### src/rtl/dmem_arb_pkg.sv
// dmem_arb_pkg
// Shared definitions for the two-requester data-memory arbiter:
//   state_t   - access sequencer states
//   BE_FULL   - byte-enable pattern for a whole-word store
//   BE_NONE   - byte-enable pattern for a store that touches no lane
//   be_merge  - combine a store word into an existing word lane by lane
package dmem_arb_pkg;

  // state | meaning
  // IDLE  | no access outstanding; grants may be issued
  // RD    | memory read of latched word (load, partial or empty store)
  // WR    | memory write strobe for the latched word
  // RESP  | completion pulse to the owner
  typedef enum logic [1:0] {
    IDLE = 2'd0,
    RD   = 2'd1,
    WR   = 2'd2,
    RESP = 2'd3
  } state_t;

  localparam logic [3:0] BE_FULL = 4'b1111;
  localparam logic [3:0] BE_NONE = 4'b0000;

  // Lanes with be[i]=1 come from new_w, the rest keep old_w.
  function automatic logic [31:0] be_merge(input logic [31:0] old_w,
                                           input logic [31:0] new_w,
                                           input logic [3:0]  be);
    logic [31:0] m;
    m = old_w;
    for (int i = 0; i < 4; i++) begin
      if (be[i]) m[8*i +: 8] = new_w[8*i +: 8];
    end
    return m;
  endfunction

endpackage

### src/rtl/rr_arb2.sv
// rr_arb2
// Two-way round-robin arbiter. A grant is the acceptance itself, so the
// last-grant pointer moves whenever a grant is issued.
//   clk, rst  - clock, async active-high reset
//   i_en      - grants allowed this cycle
//   i_req     - request vector [1:0]
//   o_gnt     - one-hot (or zero) grant vector [1:0], combinational
module rr_arb2 #(
  parameter int FIRST_PRIO = 0
) (
  input  logic       clk,
  input  logic       rst,
  input  logic       i_en,
  input  logic [1:0] i_req,
  output logic [1:0] o_gnt
);

  // Reset points at the other requester so FIRST_PRIO wins the first tie.
  localparam logic LAST_RST = (FIRST_PRIO == 0) ? 1'b1 : 1'b0;

  logic r_last;
  logic w_pick;

  assign w_pick = (i_req == 2'b11) ? ~r_last : i_req[1];
  assign o_gnt  = (i_en && (i_req != 2'b00)) ? (w_pick ? 2'b10 : 2'b01) : 2'b00;

  always_ff @(posedge clk or posedge rst) begin
    if (rst) begin
      r_last <= LAST_RST;
    end else if (o_gnt != 2'b00) begin
      r_last <= o_gnt[1];
    end
  end

endmodule

### src/rtl/dmem_arbiter.sv
// dmem_arbiter
// Shares one word-wide data memory between two requesters, one access at a
// time. Loads read then respond; full stores write directly; partial stores
// read-modify-write; empty stores read and respond without writing.
//   clk, rst                 - clock, async active-high reset
//   mN_req/we/addr/wdata/be  - requester N access (held until mN_gnt)
//   mN_gnt                   - request accepted this cycle
//   mN_rvalid, mN_rdata      - completion pulse, load data
//   mem_addr/wdata/we        - memory port (word-aligned address)
//   mem_rdata                - combinational read data at mem_addr
module dmem_arbiter
  import dmem_arb_pkg::*;
#(
  parameter int ADDR_W     = 32,
  parameter int FIRST_PRIO = 0
) (
  input  logic              clk,
  input  logic              rst,
  input  logic              m0_req,
  input  logic              m0_we,
  input  logic [ADDR_W-1:0] m0_addr,
  input  logic [31:0]       m0_wdata,
  input  logic [3:0]        m0_be,
  output logic              m0_gnt,
  output logic              m0_rvalid,
  output logic [31:0]       m0_rdata,
  input  logic              m1_req,
  input  logic              m1_we,
  input  logic [ADDR_W-1:0] m1_addr,
  input  logic [31:0]       m1_wdata,
  input  logic [3:0]        m1_be,
  output logic              m1_gnt,
  output logic              m1_rvalid,
  output logic [31:0]       m1_rdata,
  output logic [ADDR_W-1:0] mem_addr,
  output logic [31:0]       mem_wdata,
  output logic              mem_we,
  input  logic [31:0]       mem_rdata
);

  localparam logic [ADDR_W-1:0] WORD_MASK = ~ADDR_W'(3);

  state_t            r_state;
  logic              r_owner;
  logic              r_we;
  logic [3:0]        r_be;
  logic [31:0]       r_wdata;
  logic [ADDR_W-1:0] r_mem_addr;
  logic [31:0]       r_mem_wdata;
  logic              r_mem_we;
  logic [1:0]        r_rvalid;
  logic [31:0]       r_rdata0;
  logic [31:0]       r_rdata1;

  logic [1:0]        w_gnt;
  logic              w_en;
  logic              w_sel_we;
  logic [ADDR_W-1:0] w_sel_addr;
  logic [31:0]       w_sel_wdata;
  logic [3:0]        w_sel_be;

  // Grants only while idle and never during reset.
  assign w_en = (r_state == IDLE) && !rst;

  rr_arb2 #(.FIRST_PRIO(FIRST_PRIO)) u_arb (
    .clk   (clk),
    .rst   (rst),
    .i_en  (w_en),
    .i_req ({m1_req, m0_req}),
    .o_gnt (w_gnt)
  );

  assign w_sel_we    = w_gnt[1] ? m1_we    : m0_we;
  assign w_sel_addr  = w_gnt[1] ? m1_addr  : m0_addr;
  assign w_sel_wdata = w_gnt[1] ? m1_wdata : m0_wdata;
  assign w_sel_be    = w_gnt[1] ? m1_be    : m0_be;

  always_ff @(posedge clk or posedge rst) begin
    if (rst) begin
      r_state     <= IDLE;
      r_owner     <= 1'b0;
      r_we        <= 1'b0;
      r_be        <= BE_NONE;
      r_wdata     <= '0;
      r_mem_addr  <= '0;
      r_mem_wdata <= '0;
      r_mem_we    <= 1'b0;
      r_rvalid    <= 2'b00;
      r_rdata0    <= '0;
      r_rdata1    <= '0;
    end else begin
      case (r_state)
        IDLE: begin
          if (w_gnt != 2'b00) begin
            r_owner    <= w_gnt[1];
            r_we       <= w_sel_we;
            r_be       <= w_sel_be;
            r_wdata    <= w_sel_wdata;
            r_mem_addr <= w_sel_addr & WORD_MASK;
            // A full-word store needs no old data, so it skips the read.
            if (w_sel_we && (w_sel_be == BE_FULL)) begin
              r_state     <= WR;
              r_mem_we    <= 1'b1;
              r_mem_wdata <= w_sel_wdata;
            end else begin
              r_state <= RD;
            end
          end
        end
        RD: begin
          if (r_owner) r_rdata1 <= mem_rdata;
          else         r_rdata0 <= mem_rdata;
          if (r_we && (r_be != BE_NONE)) begin
            r_state     <= WR;
            r_mem_we    <= 1'b1;
            r_mem_wdata <= be_merge(mem_rdata, r_wdata, r_be);
          end else begin
            r_state           <= RESP;
            r_rvalid[r_owner] <= 1'b1;
          end
        end
        WR: begin
          r_mem_we          <= 1'b0;
          r_state           <= RESP;
          r_rvalid[r_owner] <= 1'b1;
        end
        RESP: begin
          r_rvalid   <= 2'b00;
          r_mem_addr <= '0;
          r_state    <= IDLE;
        end
        default: r_state <= IDLE;
      endcase
    end
  end

  assign m0_gnt    = w_gnt[0];
  assign m1_gnt    = w_gnt[1];
  assign m0_rvalid = r_rvalid[0];
  assign m1_rvalid = r_rvalid[1];
  assign m0_rdata  = r_rdata0;
  assign m1_rdata  = r_rdata1;
  assign mem_addr  = r_mem_addr;
  assign mem_wdata = r_mem_wdata;
  assign mem_we    = r_mem_we;

endmodule

### config.mk
export PLATFORM = sky130hd
export DESIGN_NAME = dmem_arbiter
export DESIGN_NICKNAME = d
export VERILOG_FILES = /design/src/rtl/dmem_arb_pkg.sv /design/src/rtl/rr_arb2.sv /design/src/rtl/dmem_arbiter.sv
export SDC_FILE = /design/constraint.sdc
export NUM_CORES = 1
export LEC_CHECK = 0
export CORE_MARGIN = 5
export CORE_UTILIZATION = 40
export DETAILED_ROUTE_END_ITERATION = 8
export PLACE_DENSITY = 0.7
export SETUP_SLACK_MARGIN = 0.15
export SLEW_MARGIN = 10
export SYNTH_ARGS = -nofsm -noshare
export SYNTH_HDL_FRONTEND = slang
export SYNTH_SLANG_ARGS = --single-unit
export TNS_END_PERCENT = 1
### constraint.sdc
create_clock -name clk -period 10.26 [get_ports clk]
set_clock_uncertainty 0.15 [all_clocks]
set_input_delay 1.539 -clock clk [delete_from_list [all_inputs] [get_ports clk]]
set_output_delay 1.539 -clock clk [all_outputs]
set_load 0.005 [all_outputs]
==> results of run 1 <==
[cells in the mapped netlist (2+ instances only)]
library cell / number / share of area
sky130_fd_sc_hd__clkbuf_1: 32 / 0.014
sky130_fd_sc_hd__a221oi_1: 32 / 0.034
sky130_fd_sc_hd__inv_1: 7 / 0.0031
sky130_fd_sc_hd__nand2_1: 81 / 0.036
sky130_fd_sc_hd__a31oi_1: 38 / 0.028
sky130_fd_sc_hd__buf_1: 9 / 0.0040
sky130_fd_sc_hd__buf_8: 3 / 0.0054
sky130_fd_sc_hd__dfrtp_1: 169 / 0.51
sky130_fd_sc_hd__a21oi_1: 7 / 0.0042
sky130_fd_sc_hd__mux2_4: 30 / 0.054
sky130_fd_sc_hd__mux2i_1: 63 / 0.076
sky130_fd_sc_hd__buf_4: 7 / 0.0063
sky130_fd_sc_hd__and4_1: 2 / 0.0021
sky130_fd_sc_hd__nor2_1: 75 / 0.034
sky130_fd_sc_hd__buf_2: 12 / 0.0072
sky130_fd_sc_hd__nor4_1: 32 / 0.024
sky130_fd_sc_hd__ha_1: 6 / 0.0090
sky130_fd_sc_hd__o2bb2ai_1: 30 / 0.031
sky130_fd_sc_hd__mux2_2: 67 / 0.090
[how the worst min path moves through the flow]
stage,endpoint,slack (ns),cells past startpoint
6_report,mem_addr[28]$_DFFE_PP0P_,0.34,1
5_1_grt,mem_addr[28]$_DFFE_PP0P_,0.35,1
4_1_cts,mem_addr[28]$_DFFE_PP0P_,0.34,1
3_5_place_dp,mem_addr[20]$_DFFE_PP0P_,0.32,1
3_3_place_gp,mem_addr[3]$_DFFE_PP0P_,0.32,1
2_1_floorplan,u_arb.r_last$_DFFE_PP1P_,0.32,2
[power by group through the flow]
stage                     registers, mW  clock network, mW  logic (mW)
after global placement             1.21                  0        1.65
final                              1.21              0.705        1.66
after detailed placement           1.21                  0        1.68
after floorplan                    1.17                  0       0.963
after global routing               1.25              0.748        1.80
after CTS                          1.21              0.720        1.68
[placed cells by master (no fill, tap or decap), types with 4 or more instances in the layout]
| cell type | Yosys | final |
|---|---|---|
| sky130_fd_sc_hd__a21oi_1 | 7 | 6 |
| sky130_fd_sc_hd__a221oi_1 | 32 | 32 |
| sky130_fd_sc_hd__a31oi_1 | 38 | 38 |
| sky130_fd_sc_hd__buf_4 | 7 | 6 |
| sky130_fd_sc_hd__bufinv_16 | 0 | 4 |
| sky130_fd_sc_hd__clkbuf_16 | 0 | 17 |
| sky130_fd_sc_hd__clkdlybuf4s50_1 | 0 | 300 |
| sky130_fd_sc_hd__clkinvlp_4 | 0 | 4 |
| sky130_fd_sc_hd__dfrtp_1 | 169 | 169 |
| sky130_fd_sc_hd__ha_1 | 6 | 5 |
| sky130_fd_sc_hd__inv_1 | 7 | 6 |
| sky130_fd_sc_hd__inv_6 | 0 | 4 |
| sky130_fd_sc_hd__mux2_2 | 67 | 67 |
| sky130_fd_sc_hd__mux2_4 | 30 | 30 |
| sky130_fd_sc_hd__mux2i_1 | 63 | 63 |
| sky130_fd_sc_hd__nand2_1 | 81 | 78 |
| sky130_fd_sc_hd__nor2_1 | 75 | 74 |
| sky130_fd_sc_hd__nor4_1 | 32 | 32 |
| sky130_fd_sc_hd__o2bb2ai_1 | 30 | 30 |
[cell families after synthesis]
kind of cell | count (synthesis)
adder cells (fa/ha/maj) | 6
flip-flops | 170
multiplexers | 160
other | 1
AO/OA/AOI/OAI | 119
buffers and inverters | 70
AND/OR/NAND/NOR | 200
[sequential cells by signal, indices dropped and copies added, names as in the netlist]
name	count
mem_we	1
r_be	4
r_wdata	32
r_state	2
m0_rdata	32
u_arb.r_last	1
r_we	1
r_owner	1
mem_addr	30
m1_rdata	32
mem_wdata	32
r_rvalid	2
[critical path, cell delays in order]
cell and delay, ns:
sky130_fd_sc_hd__clkdlybuf4s50_1 0.50, sky130_fd_sc_hd__and2b_4 0.35, sky130_fd_sc_hd__nand2_4 0.23, sky130_fd_sc_hd__inv_1 0.15
sky130_fd_sc_hd__clkdlybuf4s50_1 0.53
[layer usage]
metal	share of wire	GRT usage	up-vias	wire (um)
met2	0.49	0.346	275	12200
li1	-	-	3177	-
met3	0.074	0.0570	23	1850
met5	0	0	-	0
met1	0.42	0.267	3315	10600
met4	0.014	0.0547	0	353
[final cells by class]
type | count | area [um2]
Sequential cell | 170 | 4260
Fill cell | 1724 | 8260
Clock buffer | 19 | 453
Timing Repair Buffer | 306 | 3050
Inverter | 7 | 31.3
Multi-Input combinational cell | 487 | 3790
Clock inverter | 12 | 188
Tap cell | 270 | 338
[per-stage QoR]
stage | setup slack [ns] | hold slack [ns] | cell area, um2 | instances
after floorplan | 3.97 | 0.317 | 8350 | 727
after CTS | 5.22 | 0.344 | 12100 | 1271
after detailed placement | 4.77 | 0.323 | 11500 | 1240
after global placement | 4.81 | 0.322 | 11500 | 1240
final | 5.26 | 0.337 | 12100 | 1271
after global routing | 5.10 | 0.353 | 12100 | 1271
==> results.json, run 1 <==
{
  "status": "finished clean",
  "max-vdd-ir-drop_mv": 0.124,
  "synth_top_family_by_area": "multiplexers",
  "wire_per_inst_um": 19.7,
  "max-cap-violations": 0,
  "clk_path_buf_depth": 2,
  "dp_hpwl_um": 17200,
  "total_leakage_power_nw": 5.18,
  "hold_violations": 0,
  "internal_power_mw": 2.41,
  "power_frac_comb": 0.464,
  "coreArea_mm2": 0.0204,
  "critical_path.reg2reg.startpoint": "r_state[0]$_DFFE_PP0N_",
  "flow.area_growth_from_synthesis_pct": 45.1,
  "report.final.slew_viol_count": 0,
  "power.total_mw": 3.57,
  "clockPowerShare": 0.197,
  "grt_max_degree": 103,
  "postRouteAntennaNets": 0,
  "pwr_density_cell_mw_per_mm2": 295,
  "switching_share": 0.323,
  "synthesized_area_fraction_occupied_by_adder_cells": 0.00900,
  "maxClockFrequency_mhz": 200,
  "period_minus_slack_ns": 5.00,
  "cts_post_setup_buffers_inserted": 0,
  "number_of_cell_instances_on_the_worst_register_to_register_path": 7,
  "ys_warn_count": 0,
  "worst_setup_hold_path_clk_slew_ns": 0.07,
  "port_buffers": 300,
  "cts_resized": 0,
  "rrSetupSlack_ns": 6.14,
  "grt_pass1_wl_um": 38900,
  "dieWidth_um": 154,
  "detailedRoute.firstPassIterationCount": 5,
  "yosys.area_share.simple": 0.106,
  "die_footprint_mm2": 0.0238,
  "final_util": 0.594,
  "synth_area_mm2": 0.00834,
  "postRouteWirelength_um": 25000,
  "drt_drc_violations_left": 0,
  "timing.critical_path.fanout_max": 29,
  "synth_edf_count": 0,
  "grt_antenna_before_repair": 0,
  "unrepaired_setup_endpoints_after_global_routing": "false",
  "globalRouteTotalUtil": 0.207,
  "layout.nets": 1169,
  "min-delay-start": "mem_addr[28]$_DFFE_PP0P_",
  "synth_async_sr_flop_share": 1.00,
  "root_buffer": "sky130_fd_sc_hd__clkbuf_16",
  "fraction_of_final_layout_cells_with_drive_strength_greater_than_1": 0.152,
  "worst-slew-pin-transition_ns": 1.08,
  "synth.ff_latch_count": 170,
  "numCtsBuffers": 17,
  "tritoncts_num_sinks": 170,
  "synth-seq-area-share": 0.510,
  "worst-endpoint-required_ns": 8.57,
  "clk_latency_ns": 0.42,
  "p_sw_mw": 1.15,
  "grt-ovfl-total": 0,
  "share_of_the_synthesized_netlist_area_taken_by_xor_and_xnor_gates": 0,
  "critical_path.endpoint": "m1_gnt",
  "p_seq_frac": 0.338,
  "synth-compound-area-share": 0.114,
  "ff_to_ff_end": "mem_wdata[9]$_DFFE_PP0P_",
  "yosysUniqueCellTypes": 43,
  "mapped_avg_cell_area_um2": 11.5,
  "worstSetupPathType": "in -> out",
  "max_transition_margin": 0.279,
  "fin_tns_setup_ns": 0,
  "total_via_count_in_the_routed_design": 6790,
  "timing.final.crit_share": 0.488,
  "placementRows": 52,
  "cts-hold-fix-buffers": 0,
  "synthesis.instances": 726,
  "ioPinCount": 307,
  "global_placement_routability_congestion": 0.798,
  "detail_route.vias_per_cell": 5.34,
  "muxShareOfSynthArea": 0.220,
  "drtIter0Drc": 341,
  "grt_pass1_vias": 6768,
  "cp.arrival_ns": 3.31,
  "cts-htree-levels": 4,
  "timing.hold.worst.class": "reg -> reg",
  "antennaDiodeCount": 0,
  "die_y_um": 154,
  "initial_core_util": 0.410,
  "end_kind": "primary output",
  "worst_setup_sp_type": "input port",
  "synth_top_flop_cell": "sky130_fd_sc_hd__dfrtp_1",
  "origin_of_the_worst_setup_path": "rst",
  "tritoncts": "done",
  "finalSetupViolCount": 0
}
(Power assumes the default switching activity.)
==> inputs of run 2 (changes only) <==
- clock period: 10.26 -> 4.93 ns (I/O delays scaled with it)
==> run 2 against run 1 <==
Effect of this change:
- cell count up 0.47%
- sequential share of layout area grew 0.14 points
- critical path depth up 1
- clock power is 73% higher
- worst setup slack got worse by 3.7 ns
- count of clock-buffer cells in the layout decreased by 2
- design area shrank 0.40%
- largest power group unchanged
- highest routed layer unchanged
==> results.json, run 2 (synthesis results as in run 1) <==
{
  "status": "finished clean",
  "routedLengthMet1_um": 10700,
  "cts-htree-levels": 4,
  "hold_slack_ns": 0.338,
  "port_buffers": 300,
  "finalSetupViolCount": 0,
  "cts_post_setup_buffers_inserted": 0,
  "tritoncts": "done",
  "globalRouteTotalUtil": 0.205,
  "detail_route.vias_per_cell": 5.35,
  "detailedRoute.firstPassIterationCount": 5,
  "pwr_density_cell_mw_per_mm2": 597,
  "timing.critical_path.fanout_max": 8,
  "worst-path-buf-inv": 2,
  "period_minus_slack_ns": 3.35,
  "dieWidth_um": 154,
  "cts-hold-fix-buffers": 0,
  "fin_tns_setup_ns": 0,
  "clk_latency_ns": 0.42,
  "grt_pass1_wl_um": 39100,
  "grt_pass1_vias": 7037,
  "worst-slew-pin-transition_ns": 1.06,
  "flow.area_growth_from_synthesis_pct": 44.5,
  "wire_per_inst_um": 19.6,
  "clk_path_buf_depth": 2,
  "numCtsBuffers": 17,
  "postRouteWirelength_um": 25100,
  "total_leakage_power_nw": 5.15,
  "cts_resized": 0,
  "tritoncts_num_sinks": 170,
  "drtIter0Drc": 253,
  "worst-endpoint-required_ns": 4.04,
  "ioPinCount": 307,
  "maxClockFrequency_mhz": 298,
  "report.final.slew_viol_count": 0,
  "fraction_of_final_layout_cells_with_drive_strength_greater_than_1": 0.157,
  "postRouteAntennaNets": 0,
  "initial_core_util": 0.410,
  "grt_max_degree": 66,
  "timing.hold.worst.class": "reg -> reg",
  "die_footprint_mm2": 0.0238,
  "dr_wl_met2_um": 11900,
  "power.total_mw": 7.20,
  "slowest_delay_ns": 0.54,
  "end_kind": "primary output",
  "layout.nets": 1177,
  "antennaDiodeCount": 0,
  "critPathSlowestCell": "sky130_fd_sc_hd__clkdlybuf4s50_1",
  "worstSetupPathType": "reg -> out",
  "grt_antenna_before_repair": 0,
  "post_dp_cell_area_mm2": 0.0115,
  "hold_violations": 0,
  "coreArea_mm2": 0.0204,
  "grt-ovfl-total": 0,
  "max-vdd-ir-drop_mv": 0.349,
  "total_via_count_in_the_routed_design": 6834,
  "timing.final.crit_share": 0.680,
  "max-cap-violations": 0,
  "die_y_um": 154,
  "placementRows": 52,
  "unrepaired_setup_endpoints_after_global_routing": "false",
  "root_buffer": "sky130_fd_sc_hd__clkbuf_16",
  "drt_drc_violations_left": 0,
  "critPathTopFamily": "buffers and inverters",
  "worst_setup_hold_path_clk_slew_ns": 0.07,
  "global_placement_routability_congestion": 0.799,
  "max_transition_margin": 0.290,
  "most_frequent_cells_in_the_layout": "sky130_fd_sc_hd__clkdlybuf4s50_1 (300), sky130_fd_sc_hd__dfrtp_1 (169), sky130_fd_sc_hd__nand2_1 (78)",
  "final_common_cell": "sky130_fd_sc_hd__clkdlybuf4s50_1",
  "dp_hpwl_um": 17500,
  "critical_path.cell_chain": "inv_1 -> ha_1 -> and2b_4 -> nand2_1 -> nor2_1 -> clkdlybuf4s50_1",
  "cp.arrival_ns": 2.46,
  "worst_setup_sp_type": "register",
  "layout.cell_area.non_filler_mm2": 0.0121,
  "top_layer": "met4",
  "detailed_routed_wire_length_on_met3_um": 1860
}
-- run 2: final cells by class --
type / count / area (um2)
repair buffers: 314 / 3120
well taps: 270 / 338
inverters: 7 / 30.0
fillers: 1729 / 8310
clock buffers: 17 / 425
multi-input cells: 487 / 3790
flip-flops and latches: 170 / 4260
clock inverters: 12 / 95.1
-- run 2: power by group --
| part | leakage (nW) | switching [mW] | internal, mW | total [mW] |
|---|---|---|---|---|
| logic | 2.92 | 1.39 | 2.09 | 3.48 |
| registers | 2.00 | 0.433 | 2.07 | 2.50 |
| clock network | 0.229 | 0.580 | 0.642 | 1.22 |
-- run 2: worst reg2reg max path: cells and delay by family, from the launching register on --
| family | cells | cell delay (ns) |
|---|---|---|
| adders and majority gates | 1 | 0.34 |
| AOI/OAI and AO/OA | 2 | 0.58 |
| and+or+nand+nor | 1 | 0.42 |
| muxes | 1 | 0.41 |
| buffers and inverters | 2 | 0.55 |
| DFF | 1 | 0.46 |
-- run 2: stage by stage --
stage,worst slack [ns],utilization,std cells
global placement,1.50,0.566,1248
CTS,1.56,0.592,1277
detailed placement,1.44,0.566,1248
finish,1.58,0.592,1277
global route,1.43,0.592,1277
floorplan,1.87,-,727
-- run 2: per-layer routing --
layer | global-route usage | vias to the layer above
li1 | - | 3199
met1 | 0.266 | 3322
met2 | 0.336 | 273
met3 | 0.0509 | 40
met4 | 0.0723 | 0
met5 | 0 | -
-- run 2: worst paths after layout --
path                                     startpoint                        end  slack, ns  cells after the start
hold reg to reg            mem_addr[20]$_DFFE_PP0P_   mem_addr[20]$_DFFE_PP0P_       0.34                      1
setup / recovery             r_state[1]$_DFFE_PP0N_                     m0_gnt       1.58                      6
min in group asynchronous                       rst  mem_wdata[26]$_DFFE_PP0P_       0.80                      2
max in group asynchronous                       rst    m1_rdata[1]$_DFFE_PP0P_       2.88                      3
hold / removal             mem_addr[20]$_DFFE_PP0P_   mem_addr[20]$_DFFE_PP0P_       0.34                      1
setup reg to reg             r_state[0]$_DFFE_PP0N_  mem_wdata[30]$_DFFE_PP0P_       1.90                      7
==> inputs of run 3 (changes only) <==
- PLACE_DENSITY: 0.7 -> 0.73
- clock period: 4.93 -> 2.7 ns (I/O delays scaled with it)
==> run 3 against run 2 <==
Effect of this change:
- non-clock buffer count rose by 15
- routed wire length is 1.7% higher
- design area up 2.5%
- count of clock-buffer cells in the layout rose by 1
- global-route usage up 0.72 points
- combinational power rose by 95%
- sequential share of layout area down 0.86 points
- via count is 1.2% higher
- worst setup slack lost 1.3 ns
- total power up 90%
- worst hold slack better by 0.00055 ns
- critical path type unchanged
- largest cell class unchanged
==> results.json, run 3 (synthesis results as in run 1) <==
{
  "status": "finished clean",
  "dp_hpwl_um": 18300,
  "placementRows": 52,
  "critPathSlowestCell": "sky130_fd_sc_hd__dfrtp_2",
  "dieWidth_um": 154,
  "p_sw_mw": 4.47,
  "die_footprint_mm2": 0.0238,
  "tritoncts_num_sinks": 170,
  "ioPinCount": 307,
  "grt_pass1_vias": 7181,
  "power_frac_comb": 0.496,
  "total_area_of_multi_input_combinational_cells_mm2": 0.00380,
  "global_placement_routability_congestion": 0.805,
  "seqCellArea_mm2": 0.00426,
  "finalSetupViolCount": 0,
  "grt_pass1_wl_um": 40300,
  "unrepaired_setup_endpoints_after_global_routing": "true",
  "timing.critical_path.fanout_max": 6,
  "total_leakage_power_nw": 5.32,
  "port_buffers": 300,
  "tritoncts": "done",
  "clockPowerShare": 0.178,
  "report.final.slew_viol_count": 0,
  "max-vdd-ir-drop_mv": 0.521,
  "cts-htree-levels": 4,
  "power.total_mw": 13.7,
  "timing.final.crit_share": 0.900,
  "postRouteAntennaNets": 0,
  "final_common_cell": "sky130_fd_sc_hd__clkdlybuf4s50_1",
  "drtIter0Drc": 290,
  "worst-slew-pin-transition_ns": 0.505,
  "root_buffer": "sky130_fd_sc_hd__clkbuf_16",
  "most_frequent_cells_in_the_layout": "sky130_fd_sc_hd__clkdlybuf4s50_1 (298), sky130_fd_sc_hd__dfrtp_1 (168), sky130_fd_sc_hd__nand2_1 (78)",
  "drt_drc_violations_left": 0,
  "critPathTopFamily": "simple AND/OR/NAND/NOR gates",
  "layout.cell_area.non_filler_mm2": 0.0124,
  "end_kind": "primary output",
  "die_y_um": 154,
  "hold_slack_ns": 0.339,
  "postRouteWirelength_um": 25500,
  "switching_share": 0.328,
  "max-cap-violations": 0,
  "flow.area_growth_from_synthesis_pct": 48.2,
  "pwr_density_cell_mw_per_mm2": 1100,
  "coreArea_mm2": 0.0204,
  "worst-path-buf-inv": 2,
  "worst-endpoint-required_ns": 2.14,
  "p_seq_frac": 0.326,
  "worst_setup_sp_type": "register",
  "detailedRoute.firstPassIterationCount": 4,
  "grt_antenna_before_repair": 1,
  "cp.arrival_ns": 1.88,
  "layout.nets": 1192,
  "final.setup.worst_slack_ns": 0.270,
  "cts-hold-fix-buffers": 0,
  "worst_setup_hold_path_clk_slew_ns": 0.07,
  "detail_route.vias_per_cell": 5.35,
  "wire_per_inst_um": 19.7,
  "grt_max_degree": 59,
  "placement.setup.worst_slack_ns": 0.00732,
  "timing.hold.worst.class": "in -> async",
  "cts_post_setup_buffers_inserted": 0,
  "worstSetupPathType": "reg -> out",
  "fraction_of_final_layout_cells_with_drive_strength_greater_than_1": 0.173,
  "maxClockFrequency_mhz": 412,
  "post_dp_cell_area_mm2": 0.0118,
  "clk_path_buf_depth": 2,
  "slowest_delay_ns": 0.44,
  "numCtsBuffers": 17,
  "globalRouteTotalUtil": 0.212,
  "final.fill_count": 1674,
  "critical_path.cell_chain": "inv_2 -> ha_4 -> and2b_4 -> nand2_1 -> nor2_1 -> dlygate4sd2_1",
  "internal_power_mw": 9.18,
  "antennaDiodeCount": 0,
  "max_transition_margin": 0.663,
  "period_minus_slack_ns": 2.43,
  "hold_violations": 0,
  "initial_core_util": 0.410,
  "grt-ovfl-total": 0,
  "total_via_count_in_the_routed_design": 6919,
  "clk_latency_ns": 0.42
}
-- run 3: per-stage QoR --
stage | std cells | util | setup TNS (ns)
finish | 1294 | 0.607 | 0
global route | 1294 | 0.607 | 0
CTS | 1294 | 0.607 | 0
detailed placement | 1263 | 0.578 | 0
global placement | 1263 | 0.578 | 0
floorplan | 727 | - | -3.87
-- run 3: layer usage --
metal | part of all wire | track usage
met5 | 0.00075 | 0
met4 | 0.019 | 0.0559
met3 | 0.078 | 0.0659
met2 | 0.48 | 0.356
met1 | 0.42 | 0.268
-- run 3: final cells by class --
type	instances	area share
clock buffer	18	0.0347
clock inverter	13	0.0117
tap	270	0.0273
timing repair buffer	329	0.272
multi-input combinational	487	0.308
sequential	170	0.344
inverter	7	0.00243
-- run 3: power by group through the flow --
stage | registers [mW] | clock network, mW | logic [mW]
finish | 4.45 | 2.43 | 6.77
global route | 4.60 | 2.61 | 7.33
CTS | 4.44 | 2.50 | 6.87
detailed placement | 4.46 | 0 | 6.83
global placement | 4.44 | 0 | 6.70
floorplan | 4.45 | 0 | 3.66
-- run 3: path summary, 6_finish.rpt --
path	startpoint	to	slack (ns)	cells past startpoint
worst max-delay path	r_state[1]$_DFFE_PP0N_	m0_gnt	0.27	6
worst min-delay path	rst	mem_wdata[0]$_DFFE_PP0P_	0.34	2
worst max register to register	r_state[1]$_DFFE_PP0N_	mem_wdata[30]$_DFFE_PP0P_	0.34	7
worst min register to register	mem_addr[18]$_DFFE_PP0P_	mem_addr[18]$_DFFE_PP0P_	0.34	1
max in group asynchronous	rst	u_arb.r_last$_DFFE_PP1P_	1.35	3
min in group clk	mem_addr[18]$_DFFE_PP0P_	mem_addr[18]$_DFFE_PP0P_	0.34	1
-- run 3: worst register-to-register path: stages (launching register included) --
cell and delay, ns:
sky130_fd_sc_hd__dfrtp_2 0.44, sky130_fd_sc_hd__inv_2 0.12, sky130_fd_sc_hd__ha_4 0.18, sky130_fd_sc_hd__and2b_4 0.21
sky130_fd_sc_hd__nand4_4 0.12, sky130_fd_sc_hd__a311oi_4 0.40, sky130_fd_sc_hd__buf_12 0.26, sky130_fd_sc_hd__mux2_2 0.37
-- run 3: timing repair --
item	4_1_cts	5_1_grt
setup endpoints to repair	3	2
pin swaps	0	0
resized for setup	4	2
